--- src/rtl/csd_serializer.sv ---
// csd_serializer: loads one W-digit CSD word and streams it MSD first.
// Flags illegal digit codes and adjacent nonzero digits at load time.
module csd_serializer #(
    parameter int W = 5,
    localparam int IDX_W = $clog2(W)
) (
    input  logic                 clk,
    input  logic                 arst,
    input  logic                 in_valid,
    output logic                 in_ready,
    input  logic [2*W-1:0]       in_y,
    output logic                 out_valid,
    input  logic                 out_ready,
    output logic [1:0]           out_d,
    output logic [IDX_W-1:0]     out_idx,
    output logic                 out_first,
    output logic                 out_last,
    output logic                 err
);

    typedef enum logic {IDLE, SHIFT} state_t;

    state_t                state;
    state_t                state_nx;
    logic [W-1:0][1:0]     word;
    logic [W-1:0][1:0]     clean;
    logic [IDX_W-1:0]      idx;
    logic                  bad;
    logic                  load;
    logic                  xfer;
    logic                  last;

    // Code 10 is replaced by zero before the adjacency scan
    always_comb begin
        clean = in_y;
        bad   = 1'b0;
        for (int i = 0; i < W; i++) begin
            if (clean[i] == 2'b10) begin
                clean[i] = 2'b00;
                bad      = 1'b1;
            end
        end
        for (int i = 0; i < W - 1; i++) begin
            if (clean[i] != 2'b00 && clean[i+1] != 2'b00) begin
                bad = 1'b1;
            end
        end
    end

    assign out_valid = (state == SHIFT);
    assign last      = (idx == '0);
    assign out_last  = out_valid && last;
    assign out_first = out_valid && (idx == IDX_W'(W - 1));
    assign out_idx   = idx;
    assign out_d     = out_valid ? word[idx] : 2'b00;
    assign xfer      = out_valid && out_ready;
    assign in_ready  = (state == IDLE) || (xfer && last);
    assign load      = in_valid && in_ready;

    always_comb begin
        state_nx = state;
        case (state)
            IDLE: begin
                if (load) begin
                    state_nx = SHIFT;
                end
            end
            SHIFT: begin
                if (xfer && last && !in_valid) begin
                    state_nx = IDLE;
                end
            end
            default: state_nx = IDLE;
        endcase
    end

    always_ff @(posedge clk or posedge arst) begin
        if (arst) begin
            state <= IDLE;
            word  <= '0;
            idx   <= '0;
            err   <= 1'b0;
        end else begin
            state <= state_nx;
            err   <= load && bad;
            if (load) begin
                word <= clean;
                idx  <= IDX_W'(W - 1);
            end else if (xfer) begin
                idx <= idx - 1'b1;
            end
        end
    end

endmodule

--- config.mk ---
export PLATFORM = sky130hd
export DESIGN_NAME = csd_serializer
export DESIGN_NICKNAME = d
export VERILOG_FILES = /design/src/rtl/csd_serializer.sv
export SDC_FILE = /design/constraint.sdc
export NUM_CORES = 1
export LEC_CHECK = 0
export ABC_CLOCK_PERIOD_IN_PS = 1750
export CORE_UTILIZATION = 41
export CTS_CLUSTER_DIAMETER = 50
export DETAILED_ROUTE_END_ITERATION = 8
export HOLD_SLACK_MARGIN = 0.12
export PLACE_DENSITY_LB_ADDON = 0.1
export SYNTH_ARGS = -nofsm -noshare
export SYNTH_HDL_FRONTEND = slang
export SYNTH_SLANG_ARGS = --single-unit
--- constraint.sdc ---
create_clock -name clk -period 1.75 [get_ports clk]
set_clock_uncertainty 0.1 [all_clocks]
set_input_delay 0.35 -clock clk [delete_from_list [all_inputs] [get_ports clk]]
set_output_delay 0.35 -clock clk [all_outputs]
set_load 0.01 [all_outputs]
==> impl_metrics.json, run 1 <==
{
  "total_leakage_power_nw": 0.642,
  "synth_top_area_cell": "dfrtp_1",
  "portBuffers": 23,
  "failed_checks": "negative setup slack",
  "worst_ep_required_time_ns": 1.30,
  "fp-row-count": 16,
  "final_area_sq_um": 1350,
  "final_util_pct": 68.8,
  "via_per_inst": 4.66,
  "critPathLaunchType": "flop",
  "rsz0062_at_grt": "true",
  "wire_per_inst_um": 12.9,
  "slew_violations": 0,
  "fmax_mhz": 495,
  "clock_sinks": 15,
  "pwr-share-comb_pct": 58.2,
  "core_area_sq_um": 1960,
  "grt_pass1_wl_mm": 2.77,
  "dieArea_sq_um": 2280,
  "drive_gt1_share_pct": 37.1,
  "ys_types": 28,
  "synth_ff_type": "dfrtp_1",
  "synth.area.top_cells": "dfrtp_1, mux2i_1, mux2_2",
  "fin_crit_ns": 2.02,
  "path_clk_slew_ns": 0.09,
  "fin_crit_sh_pct": 115,
  "dieHeight_um": 47.7,
  "overflow": 0,
  "ant_nets": 0,
  "async_flop_share_pct": 100,
  "total_power_mw": 2.00,
  "dr.pass1.iters": 4,
  "outcome": "finished, violations left",
  "die_x_um": 47.7,
  "grt_pass1_vias": 648,
  "yosys_register_bits": 15,
  "netlist.area_leader.share_pct": 43.8,
  "final_nets": 141,
  "syn-num-nets": 95,
  "vdd_ir_drop_max_mv": 0.842,
  "synth_area_per_cell_sq_um": 10.8,
  "clk_latency_ns": 0.29,
  "grt_max_degree": 16,
  "syn-cell-area_sq_um": 857,
  "hold_class": "in2async",
  "powerDensity_nw_per_um2": 1490,
  "worst_setup_path_end_kind": "output port",
  "antenna_found_initial": 0,
  "hpwl_mm": 1.25,
  "cts_hold_buf": 0,
  "dp.cells": 138,
  "cts-root-buf": "clkbuf_4",
  "fin_cells": 151,
  "p_int_mw": 1.32,
  "switching_power_uw": 682,
  "n_antenna_cell": 0,
  "drt_wl_total_mm": 1.95,
  "drtIter0Drc": 2,
  "yosysSeqAreaShare_pct": 43.8,
  "synth_edf_count": 0,
  "tightest_slew_ns": 0.226,
  "vias": 703,
  "layout_setup_ws_ns": -0.269,
  "cap_violations": 0,
  "clock_path_buffers": 2,
  "switching_share_pct": 34.0,
  "grt_use_total_pct": 18.2,
  "synth_warnings": 0,
  "dpl-instance-area_sq_um": 1200,
  "numCtsBuffers": 3,
  "arrival_ns": 1.57,
  "pwr-share-clk_pct": 10.2,
  "max_slew_margin_pct": 84.8,
  "hold_viol_final": 0,
  "area_growth_pct": 57.4,
  "path_max_fanout": 3,
  "initial_utilization_pct": 43.7,
  "gp_congestion": 0.725,
  "crit_type": "reg2out",
  "cts_tree": "yes",
  "p_seq_share_pct": 31.6,
  "htree_num_levels": 1,
  "ios": 24,
  "setup_viol": 13,
  "drc": 0,
  "syn_inst": 79
}
[what timing repair did]
item	in CTS	in global routing
endpoints found under the setup margin	22	19
buffers inserted	8	3
gates resized for setup	35	9
pin swaps	5	3
[worst paths after layout]
path                       cells past startpoint              startpoint                endpoint  slack [ns]
max                                            5  out_idx[0]$_DFFE_PP0P_                out_d[0]       -0.27
min                                            3                    arst  out_idx[2]$_DFFE_PP0P_        0.25
max reg2reg                                    8  out_idx[0]$_DFFE_PP0P_     word[0]$_DFFE_PP0P_       -0.12
min reg2reg                                    1     word[6]$_DFFE_PP0P_     word[6]$_DFFE_PP0P_        0.42
max in group asynchronous                      3                    arst  out_idx[0]$_DFFE_PP0P_        1.10
min in group clk                               1     word[6]$_DFFE_PP0P_     word[6]$_DFFE_PP0P_        0.42
[power by group through the flow]
stage                     Combinational, mW  Clock (mW)  Sequential, mW
after floorplan                       0.597           0           0.602
after global placement                0.956           0           0.636
after detailed placement              0.966           0           0.636
after CTS                              1.09       0.206           0.619
after global routing                   1.27       0.228           0.651
final                                  1.17       0.205           0.632
[placed cells by master, fill, tap and decap left out, types with 4 or more instances in the layout]
cell / n
nand2_1: 7
mux2i_1: 9
dlygate4sd2_1: 4
buf_6: 7
clkdlybuf4s50_1: 14
inv_1: 8
mux2_4: 5
dfrtp_1: 12
buf_4: 15
[stage by stage]
stage	TNS (ns)	setup slack (ns)	hold slack, ns
after floorplan	0	0.0207	0.151
after global placement	-3.57	-0.288	0.389
after detailed placement	-3.81	-0.290	0.392
after CTS	-3.34	-0.279	0.254
after global routing	-2.22	-0.345	0.257
final	-1.13	-0.269	0.254
[synthesized netlist by cell type, types with 2 or more instances]
cell type,instances
nand2_1,8
nor3_1,2
o31a_1,2
nand2b_1,3
dfrtp_1,15
mux2i_1,9
nand3_1,3
inv_1,10
ha_1,2
mux2_2,4
nor2_1,3
and3_1,2
[final cells by class]
type	instances	area [sq um]
inverters	10	40.0
well taps	27	33.8
multi-input cells	50	448
clock buffers	4	26.3
fillers	166	613
flip-flops and latches	15	379
repair buffers	45	422
[sequential cells by signal, summed over array words and instances (netlist names)]
signal	cells
out_valid	1
err	1
out_idx	3
word	10
[kinds of logic after synthesis]
logic type	synth area share, %
multiplexers	20.1
XOR/XNOR	2.04
flip-flops	43.8
buffers and inverters	8.61
AND/OR/NAND/NOR	14.5
adder cells (fa/ha/maj)	2.92
AO/OA/AOI/OAI	8.03
[critical path, cell delays in order (launching register included)]
cell and delay [ns]:
dfrtp_2 0.42, buf_12 0.11, mux4_2 0.48, nand2b_1 0.08, a21boi_1 0.06, buf_2 0.13
[per-layer routing]
layer	vias to the layer above	wire length [um]	track usage, %
li1	354	-	-
met1	324	902	23.3
met2	21	932	28.9
met3	4	74	3.40
met4	0	44	10.0
met5	-	0	0
No activity file was read; power rests on OpenSTA's default activity.
==> inputs of run 2 (changes only) <==
--- a/constraint.sdc
+++ b/constraint.sdc
@@ -3,3 +3,3 @@
 set_input_delay 0.35 -clock clk [delete_from_list [all_inputs] [get_ports clk]]
 set_output_delay 0.35 -clock clk [all_outputs]
-set_load 0.01 [all_outputs]
+set_load 0.05 [all_outputs]
==> run 2 against run 1 <==
The run still ends with negative setup slack left. Critical endpoint unchanged. Sequential share of layout area decreased by 0.51 points. Utilization increased by 1.3 points. Wire length decreased by 4.9%. Largest power group unchanged.
==> impl_metrics.json, run 2 (same netlist as run 1, synthesis figures left out) <==
{
  "outcome": "finished, violations left",
  "failed_checks": "negative setup slack",
  "cap_violations": 0,
  "initial_utilization_pct": 43.7,
  "drtIter0Drc": 5,
  "rsz0062_at_grt": "true",
  "drc": 0,
  "clk_latency_ns": 0.28,
  "vdd_ir_drop_max_mv": 0.857,
  "grt_max_degree": 16,
  "portBuffers": 23,
  "dp.cells": 137,
  "regMostFlops": "word",
  "hold_viol_final": 0,
  "dieHeight_um": 47.7,
  "path_clk_slew_ns": 0.09,
  "worst_setup_path_end_kind": "output port",
  "final_nets": 133,
  "die_x_um": 47.7,
  "dieArea_sq_um": 2280,
  "area_growth_pct": 60.3,
  "slew_violations": 0,
  "n_antenna_cell": 0,
  "drive_gt1_share_pct": 40.5,
  "clock_sinks": 15,
  "max_slew_margin_pct": 79.5,
  "critPathLaunchType": "flop",
  "grt_pass1_wl_mm": 2.79,
  "fmax_mhz": 489,
  "dr.pass1.iters": 4,
  "htree_num_levels": 1,
  "arrival_ns": 1.59,
  "total_leakage_power_nw": 0.638,
  "largest_reg_flops": 10,
  "cts-root-buf": "clkbuf_4",
  "crit_type": "reg2out",
  "hold_class": "in2async",
  "fin_crit_ns": 2.04,
  "layout_setup_ws_ns": -0.295,
  "drt_wl_total_mm": 1.86,
  "path_max_fanout": 6,
  "total_power_mw": 2.45,
  "wire_per_inst_um": 13.0,
  "final_util_pct": 70.0,
  "ios": 24,
  "overflow": 0,
  "core_area_sq_um": 1960,
  "hpwl_mm": 1.43,
  "numCtsBuffers": 3,
  "setup_viol": 5,
  "grt_pass1_vias": 645,
  "ant_nets": 0,
  "antenna_found_initial": 0,
  "cts_tree": "yes",
  "fp-row-count": 16,
  "worst_ep_required_time_ns": 1.30,
  "via_per_inst": 4.87,
  "powerDensity_nw_per_um2": 1780,
  "vias": 696,
  "cts_hold_buf": 0,
  "clock_path_buffers": 2,
  "holdWs_ns": 0.257,
  "gp_congestion": 0.813,
  "grt_use_total_pct": 18.3,
  "fin_crit_sh_pct": 117,
  "tightest_slew_ns": 0.307,
  "layout_common_cells": "clkdlybuf4s50_1, buf_4, dfrtp_1",
  "fin_cells": 143
}
run 2: per-stage QoR:
step	cell area (sq um)	setup WS (ns)	setup TNS, ns
4_1_cts	1350	-0.326	-0.769
5_1_grt	1370	-0.362	-0.981
3_5_place_dp	1290	-0.135	-1.19
6_report	1370	-0.295	-0.623
3_3_place_gp	1290	-0.0993	-0.810
2_1_floorplan	918	-0.142	-0.463
run 2: path summary, 6_finish.rpt:
check / end / slack (ns) / from / depth (start not counted)
max: out_d[0] / -0.29 / out_idx[0]$_DFFE_PP0P_ / 4
min: out_idx[2]$_DFFE_PP0P_ / 0.26 / arst / 3
max reg2reg: word[6]$_DFFE_PP0P_ / 0.06 / out_idx[0]$_DFFE_PP0P_ / 6
min reg2reg: word[5]$_DFFE_PP0P_ / 0.42 / word[5]$_DFFE_PP0P_ / 2
max in group asynchronous: out_idx[0]$_DFFE_PP0P_ / 1.10 / arst / 3
min in group clk: word[5]$_DFFE_PP0P_ / 0.42 / word[5]$_DFFE_PP0P_ / 2
run 2: layer usage:
layer	up-vias	wire (um)	GRT usage, %
met5	-	0	0
met4	0	36	5.00
met3	4	67	3.40
met2	19	1010	32.7
met1	331	742	22.4
li1	342	-	-
run 2: cell type report:
class | count | area [sq um]
clock buffers | 4 | 26.3
fillers | 171 | 588
inverters | 10 | 42.5
multi-input cells | 50 | 470
flip-flops and latches | 15 | 379
well taps | 27 | 33.8
repair buffers | 37 | 422
run 2: report_power, final:
part           leakage (nW)  switching [mW]  internal (mW)
Sequential            0.177           0.162          0.509
Combinational         0.446           0.744          0.830
Clock                0.0150           0.113         0.0886
run 2: worst max-delay path, stage by stage (launching register included):
cell      delay (ns)
dfrtp_2         0.46
mux4_2          0.51
nand2b_1        0.12
a21boi_4        0.07
buf_6           0.15
run 2: timing repair:
action,in CTS,in global routing
resized for setup,8,2
setup buffers,2,1
pin swaps,3,1
endpoints found under the setup margin,8,12
==> inputs of run 3 (changes only) <==
CORE_MARGIN = 2   (was not set)
SKIP_LAST_GASP = 1   (was not set)
==> run 3 against run 2 <==
The flow still finishes with violations (negative setup slack). Non-clock buffer count rose by 1. Register-to-register slack worse by 0.03 ns. Wire length is 1.2% lower. Total power increased by 0.51%. Combinational power hardly changed. Critical endpoint unchanged. Largest power group unchanged.
==> impl_metrics.json, run 3 (same netlist as run 1, synthesis figures left out) <==
{
  "cp_slowest_cell": "mux4_2",
  "drive_gt1_share_pct": 39.3,
  "rsz0062_at_grt": "true",
  "clock_sinks": 15,
  "gr-usage-met1_pct": 20.0,
  "post-place-ws_ns": -0.140,
  "regMostFlops": "word",
  "vias": 680,
  "dp.cells": 136,
  "via_per_inst": 4.72,
  "dieArea_sq_um": 2470,
  "grt.met3_usage_pct": 3.03,
  "htree_num_levels": 1,
  "dieHeight_um": 49.7,
  "grt_pass1_wl_mm": 3.02,
  "drt_wl_total_mm": 1.84,
  "hold_class": "in2async",
  "r2r-end": "word[6]$_DFFE_PP0P_",
  "portBuffers": 23,
  "rrSetupSlack_ns": 0.03,
  "area_growth_pct": 61.9,
  "powerDensity_nw_per_um2": 1770,
  "failed_checks": "negative setup slack",
  "final_nets": 134,
  "critPathLaunchType": "flop",
  "fin_crit_ns": 2.01,
  "cts_tree": "yes",
  "vdd_ir_drop_max_mv": 0.975,
  "layout_setup_ws_ns": -0.256,
  "arrival_ns": 1.56,
  "setup_viol": 5,
  "cap_violations": 0,
  "grt_max_degree": 16,
  "slew_violations": 0,
  "hpwl_mm": 1.43,
  "grt_use_total_pct": 16.4,
  "worstRegToRegCells": 7,
  "dpl-instance-area_sq_um": 1280,
  "clock_path_buffers": 2,
  "clk_latency_ns": 0.28,
  "fin_crit_sh_pct": 115,
  "fp-row-count": 16,
  "worst-path-buf-inv": 1,
  "crit_type": "reg2out",
  "cts-root-buf": "clkbuf_4",
  "hold_viol_final": 0,
  "initial_utilization_pct": 43.7,
  "tightest_slew_ns": 0.523,
  "dr.pass1.iters": 4,
  "crit_family": "multiplexers",
  "final_area_sq_um": 1390,
  "fmax_mhz": 498,
  "largest_reg_flops": 10,
  "grt_pass1_vias": 695,
  "ant_nets": 0,
  "worstPathCellList": "mux4_2 -> nand2b_4 -> a21boi_4 -> buf_6",
  "core_area_sq_um": 1960,
  "numCtsBuffers": 3,
  "antenna_found_initial": 0,
  "grt.busiest_layer": "met2",
  "gp_congestion": 0.778,
  "layout_common_cells": "dfrtp_1, clkdlybuf4s50_1, buf_4",
  "die_x_um": 49.7,
  "critPathMaxStageDelay_ns": 0.54,
  "path_max_fanout": 5,
  "max_slew_margin_pct": 65.1,
  "ios": 24,
  "worst_setup_path_end_kind": "output port",
  "rr_startpoint": "out_idx[0]$_DFFE_PP0P_",
  "drtIter0Drc": 6,
  "overflow": 0,
  "fin_cells": 144,
  "wire_per_inst_um": 12.7,
  "fillers": 155,
  "drc": 0,
  "n_antenna_cell": 0,
  "use_met2_pct": 28.9,
  "total_leakage_power_nw": 0.658,
  "outcome": "finished, violations left",
  "path_clk_slew_ns": 0.09,
  "worst_ep_required_time_ns": 1.30,
  "cts_hold_buf": 0
}
run 3: cell types whose count changed in the layout (fill, tap and decap cells not counted), sizes merged:
cell	previous run	this run
buf	24	25
run 3: power by group:
| part | total, mW | internal (mW) | switching (mW) |
|---|---|---|---|
| combinational | 1.60 | 0.843 | 0.760 |
| clock | 0.199 | 0.0885 | 0.111 |
| sequential | 0.657 | 0.508 | 0.149 |
| total | 2.46 | 1.44 | 1.02 |
run 3: metrics by stage:
stage | hold WS (ns) | util, % | power [mW] | setup TNS [ns]
after floorplan | 0.151 | - | 1.60 | -0.463
after global placement | 0.389 | 65.4 | 2.09 | -0.660
after detailed placement | 0.396 | 65.4 | 2.12 | -1.33
after CTS | 0.260 | 68.0 | 2.41 | -1.30
after global routing | 0.335 | 70.7 | 2.60 | -1.46
final | 0.259 | 70.7 | 2.46 | -0.971
run 3: cell type report:
cell class	instances	area (sq um)	share of cell area, %
Multi-Input combinational cell	50	479	34.5
Timing Repair Buffer	38	428	30.8
Clock buffer	4	26.3	1.89
Tap cell	27	33.8	2.43
Inverter	10	42.5	3.07
Sequential cell	15	378	27.2
run 3: how the worst max path moves through the flow:
stage / depth (start not counted) / slack (ns) / startpoint / endpoint
finish: 4 / -0.26 / out_idx[0]$_DFFE_PP0P_ / out_d[0]
global route: 4 / -0.31 / out_idx[0]$_DFFE_PP0P_ / out_d[0]
CTS: 4 / -0.29 / out_idx[0]$_DFFE_PP0P_ / out_d[0]
detailed placement: 5 / -0.14 / out_ready / word[5]$_DFFE_PP0P_
global placement: 4 / -0.09 / out_ready / word[2]$_DFFE_PP0P_
floorplan: 4 / -0.14 / out_idx[0]$_DFFE_PP0P_ / out_d[0]
run 3: timing repair:
item	4_1_cts	5_1_grt
hold endpoints to repair	0	0
buffers inserted	1	3
setup endpoints to repair	5	19
pin swaps	0	1
resized for setup	4	8
run 3: worst min-delay path, delay by kind of cell:
family / cells / cell delay, ns
buf+inv: 3 / 0.66
run 3: metal layers:
layer | vias up | share of wire (%)
met4 | 0 | 1.0
li1 | 344 | -
met5 | - | 0
met2 | 17 | 51
met3 | 2 | 4.1
met1 | 317 | 44
